## src/rtl/ram8_req_ctrl.sv

```systemverilog
// Request sequencer in front of RAM8: write = 1 cycle, read response valid 2 cycles after accept, clear = 2**ADDR_W cycles.
// Backpressure: req_ready drops whenever busy or clr_start is high; a held response stalls the sequencer until rsp_ready.
module ram8_req_ctrl #(
    parameter int DATA_W = 16,
    parameter int ADDR_W = 3,
    parameter int CNT_W  = 8
) (
    input  logic              clk,
    input  logic              rst,
    input  logic              req_valid,
    output logic              req_ready,
    input  logic              req_we,
    input  logic [ADDR_W-1:0] req_addr,
    input  logic [DATA_W-1:0] req_wdata,
    input  logic              clr_start,
    output logic              busy,
    output logic              rsp_valid,
    input  logic              rsp_ready,
    output logic [DATA_W-1:0] rsp_data,
    output logic [DATA_W-1:0] ram_in,
    output logic [ADDR_W-1:0] ram_sel,
    output logic              ram_load,
    input  logic [DATA_W-1:0] ram_out,
    output logic [CNT_W-1:0]  wr_count,
    output logic [CNT_W-1:0]  rd_count
);

    typedef enum logic [2:0] {
        S_IDLE,
        S_WRITE,
        S_READ,
        S_RESP,
        S_CLEAR
    } state_t;

    state_t              r_state;
    state_t              w_state_nxt;
    logic [ADDR_W-1:0]   r_lat_addr;
    logic [DATA_W-1:0]   r_lat_data;
    logic [ADDR_W-1:0]   r_clr_cnt;
    logic [DATA_W-1:0]   r_rsp_data;
    logic                r_rsp_valid;
    logic [CNT_W-1:0]    r_wr_count;
    logic [CNT_W-1:0]    r_rd_count;
    logic                w_req_acc;
    logic                w_rsp_hs;

    assign req_ready = (r_state == S_IDLE) & ~clr_start;
    assign busy      = (r_state != S_IDLE);
    assign w_req_acc = req_valid & req_ready;
    assign w_rsp_hs  = r_rsp_valid & rsp_ready;
    assign rsp_valid = r_rsp_valid;
    assign rsp_data  = r_rsp_data;
    assign wr_count  = r_wr_count;
    assign rd_count  = r_rd_count;

    always_comb begin
        w_state_nxt = r_state;
        unique case (r_state)
            S_IDLE: begin
                if (clr_start)
                    w_state_nxt = S_CLEAR;
                else if (w_req_acc)
                    w_state_nxt = req_we ? S_WRITE : S_READ;
            end
            S_WRITE: w_state_nxt = S_IDLE;
            S_READ:  w_state_nxt = S_RESP;
            S_RESP:  if (w_rsp_hs) w_state_nxt = S_IDLE;
            S_CLEAR: if (&r_clr_cnt) w_state_nxt = S_IDLE;
            default: w_state_nxt = S_IDLE;
        endcase
    end

    // RAM drive is decoded from registered state only, so reset silences it immediately.
    always_comb begin
        ram_load = 1'b0;
        ram_sel  = '0;
        ram_in   = '0;
        unique case (r_state)
            S_WRITE: begin
                ram_load = 1'b1;
                ram_sel  = r_lat_addr;
                ram_in   = r_lat_data;
            end
            S_READ:  ram_sel = r_lat_addr;
            S_CLEAR: begin
                ram_load = 1'b1;
                ram_sel  = r_clr_cnt;
            end
            default: ;
        endcase
    end

    always_ff @(posedge clk or posedge rst) begin
        if (rst) begin
            r_state     <= S_IDLE;
            r_lat_addr  <= '0;
            r_lat_data  <= '0;
            r_clr_cnt   <= '0;
            r_rsp_data  <= '0;
            r_rsp_valid <= 1'b0;
            r_wr_count  <= '0;
            r_rd_count  <= '0;
        end else begin
            r_state <= w_state_nxt;
            unique case (r_state)
                S_IDLE: begin
                    if (clr_start) begin
                        r_clr_cnt <= '0;
                    end else if (w_req_acc) begin
                        r_lat_addr <= req_addr;
                        r_lat_data <= req_wdata;
                    end
                end
                S_WRITE: begin
                    if (!(&r_wr_count))
                        r_wr_count <= r_wr_count + CNT_W'(1);
                end
                S_READ: begin
                    r_rsp_data  <= ram_out;
                    r_rsp_valid <= 1'b1;
                end
                S_RESP: begin
                    if (w_rsp_hs) begin
                        r_rsp_valid <= 1'b0;
                        if (!(&r_rd_count))
                            r_rd_count <= r_rd_count + CNT_W'(1);
                    end
                end
                S_CLEAR: r_clr_cnt <= r_clr_cnt + ADDR_W'(1);
                default: ;
            endcase
        end
    end

endmodule

```

## config.mk

```make
export PLATFORM = sky130hd
export DESIGN_NAME = ram8_req_ctrl
export DESIGN_NICKNAME = d
export VERILOG_FILES = /design/src/rtl/ram8_req_ctrl.sv
export SDC_FILE = /design/constraint.sdc
export NUM_CORES = 1
export LEC_CHECK = 0
export CAP_MARGIN = 20
export CELL_PAD_IN_SITES_DETAIL_PLACEMENT = 0
export CELL_PAD_IN_SITES_GLOBAL_PLACEMENT = 1
export CORE_MARGIN = 4
export CORE_UTILIZATION = 35
export CTS_CLUSTER_SIZE = 10
export DETAILED_ROUTE_END_ITERATION = 7
export GPL_TIMING_DRIVEN = 0
export PLACE_DENSITY_LB_ADDON = 0.1
export RECOVER_POWER = 100
export SLEW_MARGIN = 20
export SYNTH_ARGS = -nofsm -noshare
export SYNTH_HDL_FRONTEND = slang
export SYNTH_SLANG_ARGS = --single-unit
```

## constraint.sdc

```tcl
create_clock -name clk -period 2.4 [get_ports clk]
set_input_delay 0.48 -clock clk [delete_from_list [all_inputs] [get_ports clk]]
set_output_delay 0.48 -clock clk [all_outputs]
set_load 0.01 [all_outputs]
```

---- Yosys cells after proc, flatten, opt, wreduce, memory -nomap -nowiden ----
Index checks and enable logic that the tools add are counted.
cells by class
  add/sub/neg operators ................... 3
  equality and inequality tests ........... 8
  reduce and logical (&&, ||, !) cells .... 15
  muxes and demuxes ....................... 13
  bitwise operators ....................... 6
operator list
  cell                   count
  $add A8 B1 Y8 const B  2
  $mux W16               1
  $reduce_and A8 Y1      2
  $mux W3                5
  $pmux W3 S2            2
  $pmux W3 S4            1
  $reduce_and A3 Y1      4
  $eq A3 B2 Y1 const B   2
  $ne A2 B2 Y1 const B   3
  $reduce_and A2 Y1      3
  $reduce_bool A2 Y1     2
  $reduce_or A2 Y1       2
  $add A3 B1 Y3 const B  1
  $and A1 B1 Y1          3
  $eq A3 B1 Y1 const B   1
  $eq A3 B3 Y1 const B   1
  $logic_not A3 Y1       1
  $ne A3 B3 Y1 const B   1
  $not A1 Y1             3
  $reduce_bool A3 Y1     1
  $mux W1                2
  $mux W2                1
  $pmux W1 S2            1
word-level totals
  flip-flop bits (word level) ............. 58
  output and inout bits ................... 55
  word-level logic and storage cells ...... 53
  input port bits ......................... 41

---- Longest topological paths before layout ----
Gate-level depths: netlist of the first run.
  word-level depth ........................ 6
  gate-level depth with buffers ........... 6
  depth with buffers taken out ............ 6

---- Least setup slack after synthesis of the first run ----
Ideal clock, no wire load.
  path type ............................... reg2out
  start ................................... register r_state[2]
  end ..................................... output port ram_in[10]
  path buffers ............................ 2
  stages on the path, launching flop included .. 5
  required time ........................... 1.920 ns
  data arrival time ....................... 1.271 ns
  setup slack ............................. 0.649 ns
  path through ............................ dfrtp_1 -> nor3b_1 -> clkbuf_2 -> clkbuf_1 -> and2_1
between the ends
  cells in the longest elaborated chain, start to end .. 2
RTL lines
  what                    RTL line  text
  from (decl)             36        state_t r_state;
  from (signal assigned)  105       r_state <= w_state_nxt;
  $eq A3 B1 Y1            79        unique case (r_state)
  $mux W16                79
  to (decl)               20        output logic [DATA_W-1:0] ram_in,
Every way passes these cells.

---- Worst setup path in the final report of the first run ----
  start ................................... register r_state[1]
  end ..................................... output port ram_sel[2]
between the ends
  cells in the longest elaborated chain, start to end .. 3
  elaborated cells on any way between the ends .. 5
  classes of those cells .................. eq/ne: 3; mux: 1; reduce/logical: 1
RTL lines
  what                                          RTL line  text
  $eq A3 B1 Y1 or $eq A3 B2 Y1 (tied branches)  79
  $reduce_or A2 Y1 (no line)                    n/a
  $pmux W3 S2 (*)                               79
  to (decl)                                     21        output logic [ADDR_W-1:0] ram_sel,
Every way passes the cells marked *; elsewhere a longest branch is shown, timed or not.

==> out/summary.log, run 1 <==
qor: run_status.outcome finished, final reports clean
qor: global_route.grt_first_pass_wirelength 10100 µm
qor: global_route.grt_use_met3 0.0665
qor: global_route.grt_max_degree 34
qor: yosys.synth.largest_area_cell dfrtp_1
qor: clocking.clock_tree.buffer_depth 2
qor: pwr.peakVddDrop 0.000520 V
qor: yosys.synth_top_area_share 0.533
qor: yosys.yosys_warnings 0
qor: place.dpl.hpwl 4390 µm
qor: clocking.clock_insertion_delay_worst_skew 0.34 ns
qor: detailed_routing.drc_errors 0
qor: finish.final_cells 424
qor: min_path.type_of_the_most_critical_hold_path reg -> reg
qor: sta.finalHoldViolations 0
qor: yosys.post_synth.cell_area_avg 12.9 µm²
qor: clocking.cts.htree.levels 3
qor: die.floorplan.io_pins 96
qor: pwr.fin_total_pwr 3.96 mW
qor: global_route.grt_overflow_total 0
qor: sta.setup-violations-final 0
qor: sta.max_slew.worst_pin.slew 1.20 ns
qor: sta.grt_setup_unrepaired false
qor: global_route.global_route_usage_over_all_layers 0.144
qor: clocking.cts_tree built
qor: worst_setup_path.critical_path_required 1.92 ns
qor: yosys.netlist_instances 211
qor: sta.timing.fmax 441 MHz
qor: job.cap_viol_max_count 0
qor: detailed_routing.dr_total_vias 2012
qor: global_route.number_of_global_route_vias_before_repair 2089
qor: worst_setup_path.setup.worst_path.class reg -> out
qor: die.die_height 96.2 µm
qor: clocking.numCtsBuffers 9
qor: place.weighted_congestion_reported_at_the_end_of_routability_driven_placement 0.754
qor: global_route.global_route.peak_usage_layer met2
qor: die.design.die.area 9250 µm²
qor: place.place.port_buffers 95
qor: sta.finalMaxSlewViolations 0
qor: yosys.postSynth.asyncResetShare 1.00
qor: die.initial_core_util 0.368
qor: yosys.syn-cell-area 2720 µm²
qor: sta.finalCriticalPeriod 2.27 ns
qor: sta.slew_headroom 0.197
qor: pwr.power.leakage 1.83 nW
qor: clocking.clk_root_buffer_cell clkbuf_8
qor: sta.final.setup_skew 0.00493 ns
qor: detailed_routing.routedWlPerCell 14.3 µm
qor: worst_setup_path.cp_data_arrival_time 1.79 ns
qor: worst_setup_path.timing.critical_path.fanout_max 10
qor: worst_setup_path.critical_path.endpoint_type output pin
qor: yosys.netlist-cell-type-count 43
qor: finish.final_net_count 365
qor: global_route.grt_use_met1 0.169
qor: finish.syn2layout_area_growth 44.5%
qor: global_route.grt_util_met2 0.229
qor: sta.hold_ws 0.496 ns
qor: sta.timing.final.crit_share 0.945
qor: die.placement_rows 31
qor: yosys.syn-num-nets 256
qor: detailed_routing.total_length_of_routed_wires 6080 µm
qor: place.placed_cells 406
qor: worst_setup_path.worst_setup_path_start_kind flip-flop
qor: detailed_routing.routed_via_density 4.75
qor: finish.layout_common_cells dfrtp_1 (58), mux2_2 (40), clkdlybuf4s50_1 (38)
qor: detailed_routing.drtIter0Drc 47
qor: yosys.synth-edff-count 0
qor: pwr.areal_power_density_over_the_cells 1010 nW/µm²
qor: die.core 7410 µm²
qor: finish.layout-drive-gt1-share 0.228
qor: yosys.yosys_register_bits 58
qor: global_route.grt_antenna_before_repair 0
qor: clocking.cts_sinks 58
qor: finish.diodes 0
qor: yosys.synth_sequential_area_ratio 0.533
qor: clocking.clk_pin_slew_worst_paths 0.07 ns
qor: die.die_boundary_width 96.2 µm
qor: sta.finalSetupTns 0 ns
qor: yosys.synth-main-ff-cell dfrtp_1
qor: detailed_routing.antenna_violating_nets_post_route 0
qor: yosys.synth_top_cells_by_area dfrtp_1 (53%), mux2_2 (17%), and2_1 (3.9%)
qor: detailed_routing.firstDrtPassIters 4
qor: finish.leading_cell_type_in_the_layout_fill_and_taps_excluded dfrtp_1
[flip-flops by register name, indices dropped and copies added, names as in the netlist]
register    count
wr_count        8
r_lat_addr      3
r_clr_cnt       3
rsp_valid       1
rsp_data       16
rd_count        8
r_lat_data     16
r_state         3
[power breakdown]
part	total, mW	internal, mW	leakage, nW	switching (mW)
registers	1.57	1.36	0.714	0.213
logic	1.60	0.935	1.03	0.663
clock network	0.790	0.397	0.0851	0.394
[worst max-delay path, stage by stage (launching register included)]
cell	delay [ns]
dfrtp_1	0.42
clkbuf_8	0.20
nor2_1	0.06
and2_2	0.23
a22o_1	0.23
dlygate4sd2_1	0.30
[cell type report]
cell class | count | area (µm²)
flip-flops and latches | 58 | 1450
clock inverters | 5 | 30.0
clock buffers | 11 | 141
plain buffers | 8 | 66.3
repair buffers | 99 | 958
fillers | 681 | 3470
well taps | 99 | 124
multi-input cells | 141 | 1150
inverters | 3 | 12.5
[metrics by stage]
step	util	area, µm²	setup slack (ns)
detailed placement	0.516	3820	-0.265
global placement	0.513	3800	-0.745
global route	0.531	3940	0.00408
floorplan	-	2720	0.492
CTS	0.542	4020	0.0223
finish	0.531	3940	0.133
[per-layer routing]
metal	up-vias	wire (µm)
met5	-	0
met4	0	113
met3	13	447
met2	55	2990
met1	979	2540
li1	965	-
[what timing repair did]
action,CTS,global route
setup buffers,3,0
hold buffers,0,0
pin swaps,1,0
gates resized for setup,30,1
endpoints found under the setup margin,20,1
[Yosys cell counts (4+ instances only)]
master    n
dfrtp_1  58
a22o_1    5
nand2_1   9
nand3_1   5
a21oi_1   7
nor2_1    7
and2_1   17
ha_1      4
buf_6     4
xnor2_1   6
mux2_2   40
xor2_1    4
[path summary, 6_finish.rpt]
path / startpoint / to / slack, ns / cells after the start
min in group asynchronous: rst / rsp_data[14]$_DFFE_PP0N_ / 0.83 / 2
worst max-delay path: r_state[1]$_DFFE_PP0P_ / ram_sel[2] / 0.13 / 5
max in group asynchronous: rst / rsp_data[7]$_DFFE_PP0N_ / 0.87 / 3
worst min register to register: r_lat_data[12]$_DFFE_PP0P_ / r_lat_data[12]$_DFFE_PP0P_ / 0.50 / 1
worst min-delay path: r_lat_data[12]$_DFFE_PP0P_ / r_lat_data[12]$_DFFE_PP0P_ / 0.50 / 1
worst max register to register: r_state[2]$_DFFE_PP0P_ / rsp_data[6]$_DFFE_PP0N_ / 0.29 / 4
[cells by family (layout without fill, tap and decap cells)]
| logic type | Yosys count | after routing | share of synthesized area |
|---|---|---|---|
| multiplexers | 41 | 41 | 0.169 |
| AO/OA/AOI/OAI | 22 | 22 | 0.0584 |
| XOR/XNOR | 10 | 10 | 0.0322 |
| AND/OR/NAND/NOR | 64 | 64 | 0.156 |
| flip-flops | 58 | 58 | 0.533 |
| adder cells (fa/ha/maj) | 4 | 4 | 0.0184 |
| buffers and inverters | 12 | 126 | 0.0331 |
Power figures use the tool's default switching activity.
==> inputs of run 2 (changes only) <==
--- a/config.mk
+++ b/config.mk
@@ -9,7 +9,7 @@
 export CELL_PAD_IN_SITES_DETAIL_PLACEMENT = 0
 export CELL_PAD_IN_SITES_GLOBAL_PLACEMENT = 1
 export CORE_MARGIN = 4
-export CORE_UTILIZATION = 35
+export CORE_UTILIZATION = 38
 export CTS_CLUSTER_SIZE = 10
 export DETAILED_ROUTE_END_ITERATION = 7
 export GPL_TIMING_DRIVEN = 0
==> constraint.sdc (replaced) <==
create_clock -name clk -period 2.82 [get_ports clk]
set_input_delay 0.564 -clock clk [delete_from_list [all_inputs] [get_ports clk]]
set_output_delay 0.564 -clock clk [all_outputs]
set_load 0.01 [all_outputs]
==> run 2 against run 1 <==
Register-to-register slack barely moved. Via count fell by 2.0%. Combinational power fell by 15%. Sequential power fell by 15%. Power fell by 12%. Die area fell by 7.3%. Routed wire length fell by 3.0%. Critical endpoint is now ram_in[8].
==> out/summary.log, run 2 (synthesis gave the netlist of run 1 again) <==
qor: place.place_worst_setup_slack 0.0948 ns [+0.360 ns]
qor: global_route.grt_first_pass_wirelength 9770 µm [-3.5%]
qor: global_route.grt_util_met2 0.228 [-0.00165]
qor: clocking.cts_tree built
qor: die.initial_core_util 0.396 [+0.0289]
qor: pwr.areal_power_density_over_the_cells 881 nW/µm² [-12%]
qor: place.dpl.hpwl 4360 µm [-0.73%]
qor: detailed_routing.drc_errors 0 [unchanged]
qor: die.die_height 92.6 µm [-3.7%]
qor: global_route.grt_max_degree 33 [-2.9%]
qor: sta.max_slew.worst_pin.slew 1.20 ns [+0.00253 ns]
qor: run_status.outcome finished, final reports clean
qor: finish.layout_common_cells dfrtp_1 (58), dlygate4sd3_1 (53), clkdlybuf4s50_1 (42)
qor: place.placement.cell_area 3820 µm² [about the same]
qor: pwr.p_int 2.42 mW [-9.9%]
qor: finish.layout-drive-gt1-share 0.209 [-0.0190]
qor: die.floorplan.io_pins 96 [unchanged]
qor: finish.final_net_count 361 [-1.1%]
qor: pwr.netSwitchingFraction 0.302 [-0.0186]
qor: pwr.seq_power_share 0.385 [-0.012]
qor: pwr.fin_total_pwr 3.47 mW [-12%]
qor: die.die_boundary_width 92.6 µm [-3.7%]
qor: global_route.grt_overflow_total 0 [unchanged]
qor: sta.grt_setup_unrepaired false
qor: detailed_routing.routed_via_density 4.73 [-0.39%]
qor: worst_setup_path.cp_data_arrival_time 2.08 ns [+0.29 ns]
qor: global_route.grt_use_met1 0.183 [+0.0144]
qor: pwr.peakVddDrop 0.000538 V [+3.6%]
qor: finish.final_cell_area 3940 µm² [+0.16%]
qor: finish.leading_cell_type_in_the_layout_fill_and_taps_excluded dfrtp_1
qor: detailed_routing.routedWlPerCell 14.2 µm [-1.3%]
qor: worst_setup_path.critical_path_required 2.26 ns [+0.34 ns]
qor: die.placement_rows 30 [-3.2%]
qor: clocking.clock_insertion_delay_worst_skew 0.32 ns [-0.02 ns]
qor: sta.setup-violations-final 0 [unchanged]
qor: pwr.power.leakage 1.79 nW [-2.1%]
qor: clocking.hold_buffers 0 [unchanged]
qor: clocking.cts_setup_buffers 0 [-3]
qor: finish.syn2layout_area_growth 44.8%
qor: worst_setup_path.setup.worst_path.class reg -> out
qor: sta.timing.final.crit_share 0.936
qor: detailed_routing.dr_total_vias 1971 [-2.0%]
qor: clocking.cts.htree.levels 3 [unchanged]
qor: sta.final.setup_skew 0.00548 ns [+0.000542 ns]
qor: die.design.die.area 8580 µm² [-7.3%]
qor: global_route.number_of_global_route_vias_before_repair 2048 [-2.0%]
qor: clocking.cts_sinks 58 [unchanged]
qor: worst_setup_path.timing.critical_path.fanout_max 19 [+9]
qor: finish.diodes 0 [unchanged]
qor: worst_setup_path.worst_setup_path_start_kind flip-flop
qor: sta.finalHoldViolations 0 [unchanged]
qor: clocking.numCtsBuffers 9 [unchanged]
qor: detailed_routing.drtIter0Drc 27 [-43%]
qor: detailed_routing.antenna_violating_nets_post_route 0 [unchanged]
qor: min_path.type_of_the_most_critical_hold_path reg -> reg
qor: place.weighted_congestion_reported_at_the_end_of_routability_driven_placement 0.790 [+4.7%]
qor: sta.slew_headroom 0.195 [-0.00170]
qor: sta.finalMaxSlewViolations 0 [unchanged]
qor: global_route.grt_use_met3 0.0544 [-0.0120]
qor: global_route.grt_antenna_before_repair 0 [unchanged]
qor: detailed_routing.firstDrtPassIters 4 [unchanged]
qor: clocking.clock_tree.buffer_depth 2 [unchanged]
qor: pwr.p_comb_frac 0.392 [-0.012]
qor: global_route.global_route.peak_usage_layer met2
qor: job.cap_viol_max_count 0 [unchanged]
qor: sta.finalSetupTns 0 ns [unchanged]
qor: detailed_routing.total_length_of_routed_wires 5900 µm [-3.0%]
qor: sta.worst_slack 0.180 ns [+0.0476 ns]
qor: pwr.clk_network_pwr_share 0.223 [+0.023]
qor: global_route.global_route_usage_over_all_layers 0.144 [-0.000392]
qor: worst_setup_path.critical_path.endpoint_type output pin
qor: sta.finalCriticalPeriod 2.64 ns
qor: pwr.p_sw 1.05 mW [-17%]
qor: clocking.clk_pin_slew_worst_paths 0.06 ns [about the same]
qor: sta.timing.fmax 379 MHz
qor: place.place.port_buffers 95 [unchanged]
qor: die.core 6870 µm² [-7.3%]
qor: clocking.clk_root_buffer_cell clkbuf_8
run 2: cell types whose count changed in the layout (fill, tap and decap cells not counted), sizes merged:
cell	change
buf	-3
bufinv	+1
clkbuf	+1
clkdlybuf4s50	+4
clkinv	-2
clkinvlp	-2
dlygate4sd2	-20
dlygate4sd3	+17
run 2: final timing paths:
path	startpoint	to	slack, ns	depth (start not counted)
max	r_state[2]$_DFFE_PP0P_	ram_in[8]	0.18	4
min	r_lat_data[14]$_DFFE_PP0P_	r_lat_data[14]$_DFFE_PP0P_	0.50	1
max reg2reg	r_state[2]$_DFFE_PP0P_	rsp_data[6]$_DFFE_PP0N_	0.29	4
min reg2reg	r_lat_data[14]$_DFFE_PP0P_	r_lat_data[14]$_DFFE_PP0P_	0.50	1
max in group asynchronous	rst	rd_count[0]$_DFFE_PP0P_	0.57	3
min in group asynchronous	rst	rsp_data[2]$_DFFE_PP0N_	0.94	2
run 2: critical path, stage by stage (launching register included):
cell and delay [ns]:
dfrtp_1 0.46, nor3b_2 0.25, clkbuf_4 0.29, and2_1 0.15
dlygate4sd3_1 0.61
run 2: layout make-up:
type | instances | area [µm²]
buffer | 7 | 52.6
clock buffer | 14 | 163
clock inverter | 2 | 35.0
fill | 624 | 2930
inverter | 3 | 12.5
multi-input combinational | 141 | 1150
sequential | 58 | 1450
tap | 96 | 120
timing repair buffer | 96 | 956
run 2: stage by stage:
step / util / std cells / hold WS (ns)
finish: 0.574 / 417 / 0.497
global route: 0.574 / 417 / 0.509
CTS: 0.586 / 419 / 0.500
detailed placement: 0.556 / 403 / 0.485
global placement: 0.552 / 402 / 0.478
floorplan: - / 211 / 0.470
run 2: what timing repair did:
action | 4_1_cts | 5_1_grt
pin swaps | 0 | 1
setup endpoints to repair | 10 | 13
endpoints found under the hold margin | 0 | 0
resized for setup | 3 | 0
run 2: power groups by stage:
| stage | clock network (mW) | registers, mW | logic (mW) |
|---|---|---|---|
| final | 0.774 | 1.34 | 1.36 |
| after global routing | 0.837 | 1.38 | 1.49 |
| after CTS | 0.797 | 1.35 | 1.51 |
| after detailed placement | 0 | 1.36 | 1.50 |
| after global placement | 0 | 1.34 | 1.48 |
| after floorplan | 0 | 1.39 | 0.796 |
run 2: per-layer routing:
metal  up-vias  wire length, µm  share of wire
li1        952                -              -
met1       971             2510           0.42
met2        46             2960           0.50
met3         2              409          0.069
met4         0               24         0.0041
met5         -                0              0
==> inputs of run 3 (changes only) <==
--- a/config.mk
+++ b/config.mk
@@ -5,11 +5,12 @@
 export SDC_FILE = /design/constraint.sdc
 export NUM_CORES = 1
 export LEC_CHECK = 0
+export ABC_AREA = 0
 export CAP_MARGIN = 20
 export CELL_PAD_IN_SITES_DETAIL_PLACEMENT = 0
 export CELL_PAD_IN_SITES_GLOBAL_PLACEMENT = 1
 export CORE_MARGIN = 4
-export CORE_UTILIZATION = 38
+export CORE_UTILIZATION = 24
 export CTS_CLUSTER_SIZE = 10
 export DETAILED_ROUTE_END_ITERATION = 7
 export GPL_TIMING_DRIVEN = 0
==> run 3 against run 2 <==
Clock power grew 37%. Via count grew 0.71%. Global-route usage shrank 3.4 points. Final cell count grew 11%. Critical path depth grew 1. Sequential power is essentially flat. Worst hold slack lost 0.0080 ns. Final area grew 4.5%. Sequential share of layout area shrank 1.6 points. First-iteration DRC count grew 140%. Clock skew grew 0.0029 ns. Highest routed layer unchanged.
==> out/summary.log, run 3 (synthesis gave the netlist of run 1 again) <==
qor: run_status.outcome finished, final reports clean
qor: die.die_height 115 µm [+24%]
qor: min_path.type_of_the_most_critical_hold_path reg -> reg
qor: global_route.grt_first_pass_wirelength 11100 µm [+14%]
qor: detailed_routing.dr_total_vias 1985 [+0.71%]
qor: sta.finalHoldViolations 0 [unchanged]
qor: clocking.clk_root_buffer_cell clkbuf_16
qor: finish.postLayoutCoreUtil 0.375 [-0.199]
qor: finish.final_net_count 362 [+0.28%]
qor: detailed_routing.met2WireLength 3090 µm [+4.2%]
qor: sta.finalMaxSlewViolations 0 [unchanged]
qor: worst_setup_path.critical_path.endpoint_type output pin
qor: sta.max_slew.worst_pin.slew 1.16 ns [-0.0456 ns]
qor: sta.setup-violations-final 0 [unchanged]
qor: die.design.die.area 13100 µm² [+53%]
qor: detailed_routing.routedWlPerCell 14.3 µm [+1.3%]
qor: die.floorplan.io_pins 96 [unchanged]
qor: die.initial_core_util 0.248 [-0.148]
qor: global_route.grt_overflow_total 0 [unchanged]
qor: global_route.global_route_usage_over_all_layers 0.110 [-0.0340]
qor: clocking.cts.htree.levels 3 [unchanged]
qor: finish.diodes 0 [unchanged]
qor: pwr.power.leakage 1.81 nW [+1.2%]
qor: finish.syn2layout_area_growth 51.3%
qor: detailed_routing.m1WireLength 2960 µm [+18%]
qor: detailed_routing.total_length_of_routed_wires 6610 µm [+12%]
qor: clocking.clk_pin_slew_worst_paths 0.05 ns [about the same]
qor: clocking.cts_tree built
qor: die.placement_rows 38 [+27%]
qor: clocking.numCtsBuffers 9 [unchanged]
qor: detailed_routing.firstDrtPassIters 4 [unchanged]
qor: worst_setup_path.setup.worst_path.class reg -> out
qor: global_route.number_of_global_route_vias_before_repair 2088 [+2.0%]
qor: place.dpl.hpwl 4850 µm [+11%]
qor: sta.timing.fmax 376 MHz [-0.82%]
qor: detailed_routing.antenna_violating_nets_post_route 0 [unchanged]
qor: global_route.grt_antenna_before_repair 0 [unchanged]
qor: detailed_routing.maxUsedRoutingLayer met4
qor: worst_setup_path.cp_num_buf_inv 3 [+1]
qor: worst_setup_path.path_cells nor3b_4 > buf_8 > clkbuf_4 > and2_1 > clkdlybuf4s50_1
qor: global_route.grt_max_degree 39 [+18%]
qor: finish.layout-drive-gt1-share 0.215 [+0.00623]
qor: clocking.clock_tree.buffer_depth 2 [unchanged]
qor: worst_setup_path.critical-path-slowest-cell clkdlybuf4s50_1
qor: worst_setup_path.critPathTopFamily buffers and inverters
qor: worst_setup_path.critPathMaxStageDelay 0.55 ns [-0.06 ns]
qor: worst_setup_path.critical_path_required 2.26 ns [about the same]
qor: worst_setup_path.timing.critical_path.fanout_max 10 [-9]
qor: pwr.areal_power_density_over_the_cells 923 nW/µm² [+4.7%]
qor: pwr.peakVddDrop 0.000403 V [-25%]
qor: sta.timing.final.crit_share 0.944 [+0.00776]
qor: die.core 11000 µm² [+60%]
qor: sta.final.setup_skew 0.00841 ns [+0.00293 ns]
qor: die.die_boundary_width 115 µm [+24%]
qor: job.cap_viol_max_count 0 [unchanged]
qor: detailed_routing.wl_met3 514 µm [+26%]
qor: finish.layout_common_cells dfrtp_1 (57), clkdlybuf4s50_1 (49), dlygate4sd3_1 (44)
qor: detailed_routing.drtIter0Drc 64 [+140%]
qor: worst_setup_path.r2r_setup_slack 0.31 ns [+0.02 ns]
qor: clocking.cts_setup_buffers 0 [unchanged]
qor: place.place_worst_setup_slack -0.0168 ns [-0.112 ns]
qor: sta.hold_ws 0.489 ns [-0.00796 ns]
qor: sta.slew_headroom 0.228 [+0.0332]
qor: detailed_routing.drc_errors 0 [unchanged]
qor: clocking.hold_buffers 0 [unchanged]
qor: sta.grt_setup_unrepaired false
qor: place.weighted_congestion_reported_at_the_end_of_routability_driven_placement 0.665 [-16%]
qor: clocking.clock_insertion_delay_worst_skew 0.32 ns [about the same]
qor: clocking.cts_sinks 58 [unchanged]
qor: place.place.port_buffers 95 [unchanged]
qor: worst_setup_path.worst_setup_path_start_kind flip-flop
qor: sta.finalCriticalPeriod 2.66 ns [+0.0219 ns]
qor: sta.worst_slack 0.158 ns [-0.0219 ns]
qor: detailed_routing.routed_via_density 4.31 [-8.9%]
qor: worst_setup_path.cp_data_arrival_time 2.10 ns [+0.02 ns]
qor: pwr.fin_total_pwr 3.80 mW [+9.4%]
qor: finish.leading_cell_type_in_the_layout_fill_and_taps_excluded dfrtp_1
[run 3: cell type report]
class	count	area, µm²
Fill cell	1089	6860
Inverter	3	12.5
Buffer	8	67.6
Sequential cell	58	1450
Tap cell	140	175
Clock buffer	12	246
Timing Repair Buffer	96	966
Multi-Input combinational cell	141	1160
Clock inverter	3	40.0
[run 3: report_power, final]
group | switching (mW) | internal [mW] | leakage [nW]
Clock | 0.361 | 0.699 | 0.142
Combinational | 0.569 | 0.829 | 0.960
Sequential | 0.184 | 1.16 | 0.713
Total | 1.11 | 2.69 | 1.81
[run 3: metrics by stage]
| step | instances | cell area [µm²] | TNS, ns |
|---|---|---|---|
| floorplan | 211 | 2720 | 0 |
| global placement | 446 | 3850 | -31.51 |
| detailed placement | 447 | 3880 | -0.0230 |
| CTS | 462 | 4180 | 0 |
| global route | 461 | 4120 | 0 |
| finish | 461 | 4120 | 0 |
[run 3: worst paths after layout]
path | depth (start not counted) | startpoint | to
max | 5 | r_state[2]$_DFFE_PP0P_ | ram_in[13]
min | 1 | r_lat_data[5]$_DFFE_PP0P_ | r_lat_data[5]$_DFFE_PP0P_
max reg2reg | 4 | r_state[2]$_DFFE_PP0P_ | rsp_data[15]$_DFFE_PP0N_
min reg2reg | 1 | r_lat_data[5]$_DFFE_PP0P_ | r_lat_data[5]$_DFFE_PP0P_
max in group asynchronous | 3 | rst | r_state[2]$_DFFE_PP0P_
min in group asynchronous | 2 | rst | rsp_data[6]$_DFFE_PP0N_
[run 3: timing repair]
action / CTS / global route
pin swaps: 1 / 1
resized for setup: 5 / 6
endpoints found under the setup margin: 10 / 13
[run 3: worst register-to-register path, delay by kind of cell (launching register included)]
family                 cells  cell delay, ns
multiplexers               1            0.37
AND/OR/NAND/NOR            1            0.93
flip-flops                 1            0.47
buffers and inverters      2            0.63
[run 3: per-layer routing]
metal | up-vias | GRT usage
met5 | - | 0
met3 | 4 | 0.0592
met4 | 0 | 0.0214
li1 | 963 | -
met1 | 962 | 0.138
met2 | 56 | 0.168
